[src/rtl/uart_program_loader_if.sv]
// Instruction-memory write port: one registered write strobe with its byte address and data.
interface uart_program_loader_if;
    logic        imem_we;
    logic [31:0] imem_addr;
    logic [31:0] imem_wdata;

    modport master (output imem_we, output imem_addr, output imem_wdata);
    modport slave  (input  imem_we, input  imem_addr, input  imem_wdata);
endinterface

[src/rtl/uart_program_loader.sv]
// Boot loader: UART 8N1 receiver feeding a length-prefixed little-endian word writer into instruction memory.
// Holds the core in reset until the last word is written; the serial line is ignored afterwards.
module uart_program_loader #(
    parameter int CLK_PER_BIT = 868
) (
    input  logic                          clk,
    input  logic                          rst,
    input  logic                          rxd,
    uart_program_loader_if.master         imem,
    output logic                          core_rst,
    output logic                          done,
    output logic                          err
);
    localparam int CW = $clog2(CLK_PER_BIT);
    localparam logic [CW-1:0] HALF = CW'(CLK_PER_BIT / 2 - 1);
    localparam logic [CW-1:0] FULL = CW'(CLK_PER_BIT - 1);

    typedef enum logic [1:0] {RX_IDLE, RX_START, RX_DATA, RX_STOP} rx_state_t;
    typedef enum logic [1:0] {L_LEN, L_DATA, L_DONE} l_state_t;

    logic rxd_s1, rxd_s;
    rx_state_t rx_state, rx_nxt;
    logic [CW-1:0] cnt, cnt_nxt;
    logic [2:0] bit_cnt, bit_nxt;
    logic [7:0] sh, sh_nxt;
    logic byte_vld, bv_nxt, ferr;

    l_state_t l_state, l_nxt;
    logic [1:0] pos, pos_nxt;
    logic [31:0] len, len_nxt, word, word_nxt;
    logic [29:0] idx, idx_nxt;
    logic we_nxt;
    logic [31:0] addr_nxt, wdata_nxt;
    logic err_nxt;

    always_ff @(posedge clk) begin
        if (rst) begin
            rxd_s1          <= 1'b1;
            rxd_s           <= 1'b1;
            rx_state        <= RX_IDLE;
            cnt             <= '0;
            bit_cnt         <= '0;
            sh              <= '0;
            byte_vld        <= 1'b0;
            l_state         <= L_LEN;
            pos             <= '0;
            len             <= '0;
            word            <= '0;
            idx             <= '0;
            imem.imem_we    <= 1'b0;
            imem.imem_addr  <= '0;
            imem.imem_wdata <= '0;
            err             <= 1'b0;
        end else begin
            rxd_s1          <= rxd;
            rxd_s           <= rxd_s1;
            rx_state        <= rx_nxt;
            cnt             <= cnt_nxt;
            bit_cnt         <= bit_nxt;
            sh              <= sh_nxt;
            byte_vld        <= bv_nxt;
            l_state         <= l_nxt;
            pos             <= pos_nxt;
            len             <= len_nxt;
            word            <= word_nxt;
            idx             <= idx_nxt;
            imem.imem_we    <= we_nxt;
            imem.imem_addr  <= addr_nxt;
            imem.imem_wdata <= wdata_nxt;
            err             <= err_nxt;
        end
    end

    // Receiver: mid-bit sampling, timed from the detected falling edge of the start bit.
    always_comb begin
        rx_nxt  = rx_state;
        cnt_nxt = cnt;
        bit_nxt = bit_cnt;
        sh_nxt  = sh;
        bv_nxt  = 1'b0;
        ferr    = 1'b0;
        case (rx_state)
            RX_IDLE: begin
                if (!rxd_s) begin
                    cnt_nxt = HALF;
                    rx_nxt  = RX_START;
                end
            end
            RX_START: begin
                if (cnt == '0) begin
                    if (!rxd_s) begin
                        rx_nxt  = RX_DATA;
                        cnt_nxt = FULL;
                        bit_nxt = '0;
                    end else begin
                        rx_nxt = RX_IDLE;
                    end
                end else begin
                    cnt_nxt = cnt - CW'(1);
                end
            end
            RX_DATA: begin
                if (cnt == '0) begin
                    sh_nxt  = {rxd_s, sh[7:1]};
                    cnt_nxt = FULL;
                    bit_nxt = bit_cnt + 3'd1;
                    if (bit_cnt == 3'd7) rx_nxt = RX_STOP;
                end else begin
                    cnt_nxt = cnt - CW'(1);
                end
            end
            RX_STOP: begin
                if (cnt == '0) begin
                    rx_nxt = RX_IDLE;
                    if (rxd_s) bv_nxt = 1'b1;
                    else       ferr   = 1'b1;
                end else begin
                    cnt_nxt = cnt - CW'(1);
                end
            end
            default: rx_nxt = RX_IDLE;
        endcase
    end

    // Loader: done is entered one cycle after the final write strobe, so the strobe and done never overlap.
    always_comb begin
        l_nxt     = l_state;
        pos_nxt   = pos;
        len_nxt   = len;
        word_nxt  = word;
        idx_nxt   = idx;
        we_nxt    = 1'b0;
        addr_nxt  = imem.imem_addr;
        wdata_nxt = imem.imem_wdata;
        err_nxt   = err | (ferr && (l_state != L_DONE));
        case (l_state)
            L_LEN: begin
                if (byte_vld) begin
                    len_nxt = {sh, len[31:8]};
                    pos_nxt = pos + 2'd1;
                    if (pos == 2'd3) l_nxt = (len_nxt != '0) ? L_DATA : L_DONE;
                end
            end
            L_DATA: begin
                if (imem.imem_we && ({2'b00, idx} == len)) begin
                    l_nxt = L_DONE;
                end else if (byte_vld) begin
                    word_nxt = {sh, word[31:8]};
                    pos_nxt  = pos + 2'd1;
                    if (pos == 2'd3) begin
                        we_nxt    = 1'b1;
                        addr_nxt  = {idx, 2'b00};
                        wdata_nxt = word_nxt;
                        idx_nxt   = idx + 30'd1;
                    end
                end
            end
            default: l_nxt = L_DONE;
        endcase
    end

    assign done     = (l_state == L_DONE);
    assign core_rst = ~done;
endmodule
[src/flat_wrapper.sv]
// flat-port wrapper written by rule: the top's interface ports become plain ports
module uart_program_loader_flat 
#(
    parameter int CLK_PER_BIT = 868
)
  (clk, rst, rxd, core_rst, done, err, imem_imem_we, imem_imem_addr, imem_imem_wdata);
  uart_program_loader_if imem_i ();
  input  logic clk;
  input  logic rst;
  input  logic rxd;
  output logic core_rst;
  output logic done;
  output logic err;
  output wire logic [$bits(imem_i.imem_we)-1:0] imem_imem_we;
  output wire logic [$bits(imem_i.imem_addr)-1:0] imem_imem_addr;
  output wire logic [$bits(imem_i.imem_wdata)-1:0] imem_imem_wdata;
  assign imem_imem_we = imem_i.imem_we;
  assign imem_imem_addr = imem_i.imem_addr;
  assign imem_imem_wdata = imem_i.imem_wdata;
  uart_program_loader #(.CLK_PER_BIT(CLK_PER_BIT)) u_core (.clk(clk), .rst(rst), .rxd(rxd), .imem(imem_i), .core_rst(core_rst), .done(done), .err(err));
endmodule
[config.mk]
export PLATFORM = sky130hd
export DESIGN_NAME = uart_program_loader_flat
export DESIGN_NICKNAME = d
export VERILOG_FILES = /design/src/rtl/uart_program_loader_if.sv /design/src/rtl/uart_program_loader.sv /design/src/flat_wrapper.sv
export SDC_FILE = /design/constraint.sdc
export NUM_CORES = 1
export LEC_CHECK = 0
export ABC_AREA = 1
export CAP_MARGIN = 20
export CORE_UTILIZATION = 50
export DETAILED_ROUTE_END_ITERATION = 16
export DONT_BUFFER_PORTS = 1
export PLACE_DENSITY = 0.71
export REMOVE_ABC_BUFFERS = 1
export SKIP_LAST_GASP = 1
export SLEW_MARGIN = 20
export SYNTH_ARGS = -nofsm -noshare
export SYNTH_HDL_FRONTEND = slang
export SYNTH_SLANG_ARGS = --single-unit
[constraint.sdc]
create_clock -name clk -period 1.9 [get_ports clk]
set_input_delay 0.285 -clock clk [delete_from_list [all_inputs] [get_ports clk]]
set_output_delay 0.285 -clock clk [all_outputs]
set_load 0.01 [all_outputs]
# Word level (Yosys, flattened, before mapping)

Index checks and enable logic that the tools add are counted.

$add $sub $neg: 4
Bitwise logic cells: 7
Reductions and logical operators: 19
Eq/ne operators: 21
Multiplexer cells: 30

Operators by type and width:

| cell                  | count |
|---|---|
| $mux 10               | 5 |
| $pmux 10 s4           | 1 |
| $eq 30x32->1          | 1 |
| $reduce_bool 32->1    | 1 |
| $add 30x1->30 const B | 1 |
| $mux 2                | 12 |
| $ne 2x1->1 const B    | 7 |
| $logic_not 10->1      | 1 |
| $ne 2x2->1 const B    | 5 |
| $sub 10x1->10 const B | 1 |
| $mux 3                | 3 |
| $reduce_and 3->1      | 3 |
| $eq 2x2->1 const B    | 4 |
| $pmux 2 s2            | 2 |
| $pmux 2 s4            | 1 |
| $reduce_and 4->1      | 2 |
| $not 1->1             | 6 |
| $pmux 3 s2            | 1 |
| $reduce_and 2->1      | 3 |
| $mux 1                | 5 |
| $reduce_and 5->1      | 1 |
| $eq 2x1->1 const B    | 2 |
| $logic_not 2->1       | 2 |
| $reduce_bool 2->1     | 2 |
| other kinds (8)       | 9 |

Bits in registers: 188
Bits of input ports: 3
Output and inout bits: 68

# Longest topological paths before layout

Depth in word-level cells: 5
Depth in mapped cells: 13
Gate-level depth less buffers: 12

# Least setup slack after synthesis

OpenSTA, ideal clock, no wires.

Path type: register -> register
Start: register u_core.cnt[0]
End: register u_core.sh[1]
Arrival time: 1.586 ns
Cell stages (with the launch flop): 11
Required time: 1.772 ns
Setup time: 0.128 ns
Buffers on the path: 1
Slack: 0.186 ns
Cell sequence: dfxtp_1 -> inv_1 -> ha_1 -> inv_1 -> nor3_2 -> nand4_1 -> inv_1 -> nand2_1 -> clkbuf_1 -> o21ai_0 -> a21oi_1

Word-level cells in the longest chain between the ends: 2

RTL lines:

| what                              | RTL line                   | source |
|---|---|---|
| from (decl)                       | uart_program_loader.sv:23  | `logic [CW-1:0] cnt, cnt_nxt;` |
| from (signal assigned)            | uart_program_loader.sv:58  | `cnt <= cnt_nxt;` |
| $logic_not 10->1                  | uart_program_loader.sv:103 | `if (cnt == '0) begin` |
| $reduce_and 2->1 (no source line) | -                          |  |
| to (signal assigned)              | uart_program_loader.sv:60  | `sh <= sh_nxt;` |
| to (decl)                         | uart_program_loader.sv:25  | `logic [7:0] sh, sh_nxt;` |

No other way between the ends.
A chain may end at the register's enable or synchronous reset.

# Final worst setup path

Start: register u_core.idx[1]
End: register u_core.idx[8]

Word-level cells in the longest chain between the ends: 4

RTL lines:

| what                                                  | RTL line                  | source |
|---|---|---|
| from (decl)                                           | uart_program_loader.sv:31 | `logic [29:0] idx, idx_nxt;` |
| from (signal assigned)                                | uart_program_loader.sv:66 | `idx <= idx_nxt;` |
| branches (longest 4 deep; another with $add 30x1->30) | -                         |  |

Parallel ways; which one is timed is not known.

==> flow_metrics.py <==
metrics = {
    "min_path": {
        "holdPathEnd": "u_core.imem.imem_addr[24]$_SDFFE_PP0P_",
        "holdPathStages": 1,
        "min_from": "rst",
        "hold_path.class": "in -> reg",
    },
    "clock_tree": {
        "clk_pin_slew_ns": 0.07,
        "cts_root_buf": "clkbuf_16",
        "clk_latency_ns": 0.44,
        "cts_tree": "yes",
        "cts_sinks": 180,
        "cts_buffers": 17,
        "ctsHoldBuffers": 3,
        "cts.htree.levels": 4,
        "clockBufferDepth": 2,
    },
    "cells_and_area": {
        "diodes": 0,
        "area_growth_pct": 13.7,
        "nNetsFinal": 1173,
        "regArea_mm2": 0.00361,
        "multi_input_area_mm2": 0.00416,
        "fillerInstances": 1505,
        "drive_gt1_share_pct": 10.7,
    },
    "global_routing": {
        "grt_usage_pct": 24.7,
        "antenna_found_initial": 0,
        "grt_pass1_wl_mm": 35.2,
        "grt_overflow": 0,
        "grt_max_degree": 131,
        "grt_pass1_vias": 7031,
    },
    "sta": {
        "fin_crit_ns": 1.80,
        "period_share_pct": 94.5,
        "maxSlewViolCount": 0,
        "fin_worst_skew_ns": 0.00815,
        "fin_setup_tns_ns": 0,
        "holdWs_ns": -0.0685,
        "maxClockFrequency_mhz": 557,
        "setup_viol": 0,
        "rsz0062_at_grt": "true",
        "hold_viol": 83,
    },
    "detailed_routing": {
        "wl_per_cell_um": 15.6,
        "first_pass_iters": 7,
        "ant_nets": 0,
        "drc": 0,
        "vias_per_cell": 5.59,
        "drt_iter0_drc": 655,
        "routed_wl_mm": 21.8,
        "vias": 7786,
    },
    "critical_path": {
        "cp_max_fo": 5,
        "crit_type": "reg -> reg",
        "rrSetupSlack_ns": 0.10,
        "start_kind": "register",
        "cp.arrival_ns": 2.16,
        "worstPathRequired_ns": 2.27,
        "cp.buffers_inverters": 1,
        "crit_path_end_kind": "register",
        "path_cells": "ha_1 > nand3_1 > inv_1 > nand2_1 > xnor2_1 > nand4_1 > a21oi_1",
        "cp_slowest_cell": "dfxtp_1",
        "rr_worst_depth": 7,
        "rr_endpoint": "u_core.idx[8]$_SDFFE_PP0P_",
        "cp_top_family": "simple AND/OR/NAND/NOR gates",
        "reg2reg_from": "u_core.idx[1]$_SDFFE_PP0P_",
        "cpPeakStageDelay_ns": 0.42,
    },
    "floorplanning": {
        "ioPinCount": 71,
        "die_w_um": 132,
        "die_area_mm2": 0.0174,
        "rows": 47,
        "core-area_mm2": 0.0165,
        "start_util_pct": 51.0,
        "die_y_um": 132,
    },
    "synthesis": {
        "async_flop_share_pct": 0,
        "synth_edf_count": 0,
        "synthMuxAreaShare_pct": 0,
        "synth_fa_ha_area_share_pct": 1.48,
        "synth-seq-cells": 180,
        "yosysMostFrequentCell": "nand2_1",
        "synthXorXnorAreaFrac_pct": 4.36,
        "synth_area_leaders": "dfxtp_1 43%, nand2_1 13%, a21oi_1 10%",
        "synth_top_area_cell": "dfxtp_1",
        "avgSynthCellArea_um2": 7.24,
        "synth_commonest_cells": "286 x nand2_1, 180 x dfxtp_1, 169 x a21oi_1",
        "synth_area_mm2": 0.00843,
        "synth-compound-area-share_pct": 13.7,
        "synth_top_area_share_pct": 42.7,
        "synth_top_family_by_area": "simple AND/OR/NAND/NOR gates",
        "ys_warn_count": 0,
        "synth.distinct_cells": 32,
        "synthSimpleGateAreaFrac_pct": 29.1,
        "yosysSeqAreaShare_pct": 42.7,
        "synth_ff_type": "dfxtp_1",
        "synthCells": 1164,
    },
    "pwr": {
        "irDropWorstVdd_mv": 0.702,
        "p_int_w": 0.00627,
        "p_sw_share_pct": 28.3,
        "p_clk_share_pct": 38.4,
        "switchingPower_w": 0.00247,
        "pwr-share-comb_pct": 15.9,
        "power_frac_seq_pct": 45.7,
        "power.density_mw_per_mm2": 912,
        "p_leak_nw": 3.50,
        "power.total_w": 0.00875,
    },
    "placement": {
        "dpl.hpwl_mm": 13.8,
        "place.gp.congestion": 0.880,
        "port_buffers": 0,
    },
    "run": {
        "drv_cap": 0,
    },
    "status": {
        "status": "finished, violations left",
        "violations": "hold timing",
    },
}
through the flow:
step | utilization, % | setup WS [ns] | instances | instance area, µm² | hold WS [ns]
final | 58.0 | 0.104 | 1392 | 9590 | -0.0685
after global routing | 58.0 | -0.0445 | 1392 | 9590 | -0.0694
after CTS | 56.7 | 0.0427 | 1382 | 9370 | -0.0891
after detailed placement | 53.2 | 0.0726 | 1348 | 8790 | 0.371
after global placement | 53.2 | 0.154 | 1348 | 8790 | 0.369
after floorplan | - | -3.01 | 1072 | 7980 | 0.354
power by group through the flow:
stage	Clock, W	Combinational [W]	Sequential (W)
after floorplan	0	0.000931	0.00405
after global placement	0	0.00123	0.00407
after detailed placement	0	0.00125	0.00407
after CTS	0.00341	0.00126	0.00399
after global routing	0.00356	0.00158	0.00401
final	0.00336	0.00139	0.00400
final cells by class:
| cell class | count | area share (%) |
|---|---|---|
| multi-input combinational | 820 | 43.4 |
| sequential | 180 | 37.7 |
| timing repair buffer | 68 | 7.44 |
| clock buffer | 18 | 4.48 |
| tap | 220 | 2.87 |
| inverter | 73 | 2.86 |
| clock inverter | 13 | 1.29 |
registers in the layout, summed over array words and instances (netlist names), 2 cells and up, named ones only:
name                    flops
u_core.idx                 30
u_core.len                 32
u_core.word                24
u_core.imem.imem_addr      30
u_core.sh                   8
u_core.bit_cnt              3
u_core.cnt                 10
u_core.pos                  2
u_core.imem.imem_wdata     32
u_core.l_state              2
cell usage in the layout (no fill, tap or decap), drive strengths merged, types with 5 or more instances in the layout:
cell,count
buf,60
clkinv,5
xor2,16
nand3b,11
o21ai,52
a21oi,169
ha,10
nand3,26
nor2,82
dfxtp,180
xnor2,26
nand2,287
nor3,5
nand4,120
inv,78
clkbuf,23
per-layer routing:
layer	routed length, µm	track usage, %
met5	0	0
met4	570	10.5
met3	1150	4.92
met2	10200	39.0
met1	9820	33.0
worst register-to-register path, cell delays in order, from the launching register on:
cell and delay, ns:
dfxtp_1 0.42, ha_1 0.24, nand3_1 0.23, inv_1 0.17, nand2_1 0.11, xnor2_1 0.25
nand4_1 0.13, a21oi_1 0.18
timing repair:
item                                   4_1_cts  5_1_grt
setup buffers                                0        4
resized for setup                            0       28
endpoints found under the hold margin      128      124
setup endpoints to repair                    0       83
cell families (layout without fill, tap and decap cells):
kind of cell,Yosys count,count (layout)
simple gates,538,539
fa+ha+maj,10,10
compound gates,227,227
buf+inv,166,172
other cells,1,2
flops,180,180
xor+xnor,42,42
how the worst max path moves through the flow:
stage                                   startpoint                                       to  slack [ns]  cells after the start
floorplan           u_core.l_state[0]$_SDFFE_PP0P_  u_core.imem.imem_wdata[31]$_SDFFE_PP0P_       -3.01                      6
global placement       u_core.len[29]$_SDFFE_PP0P_              u_core.idx[12]$_SDFFE_PP0P_        0.15                     11
detailed placement     u_core.len[29]$_SDFFE_PP0P_               u_core.idx[6]$_SDFFE_PP0P_        0.07                     11
CTS                    u_core.len[29]$_SDFFE_PP0P_   u_core.imem.imem_addr[12]$_SDFFE_PP0P_        0.04                     11
global route           u_core.len[25]$_SDFFE_PP0P_  u_core.imem.imem_wdata[27]$_SDFFE_PP0P_       -0.04                     11
finish                  u_core.idx[1]$_SDFFE_PP0P_               u_core.idx[8]$_SDFFE_PP0P_        0.10                      7
Note: power is estimated with default switching activity, not from simulation.
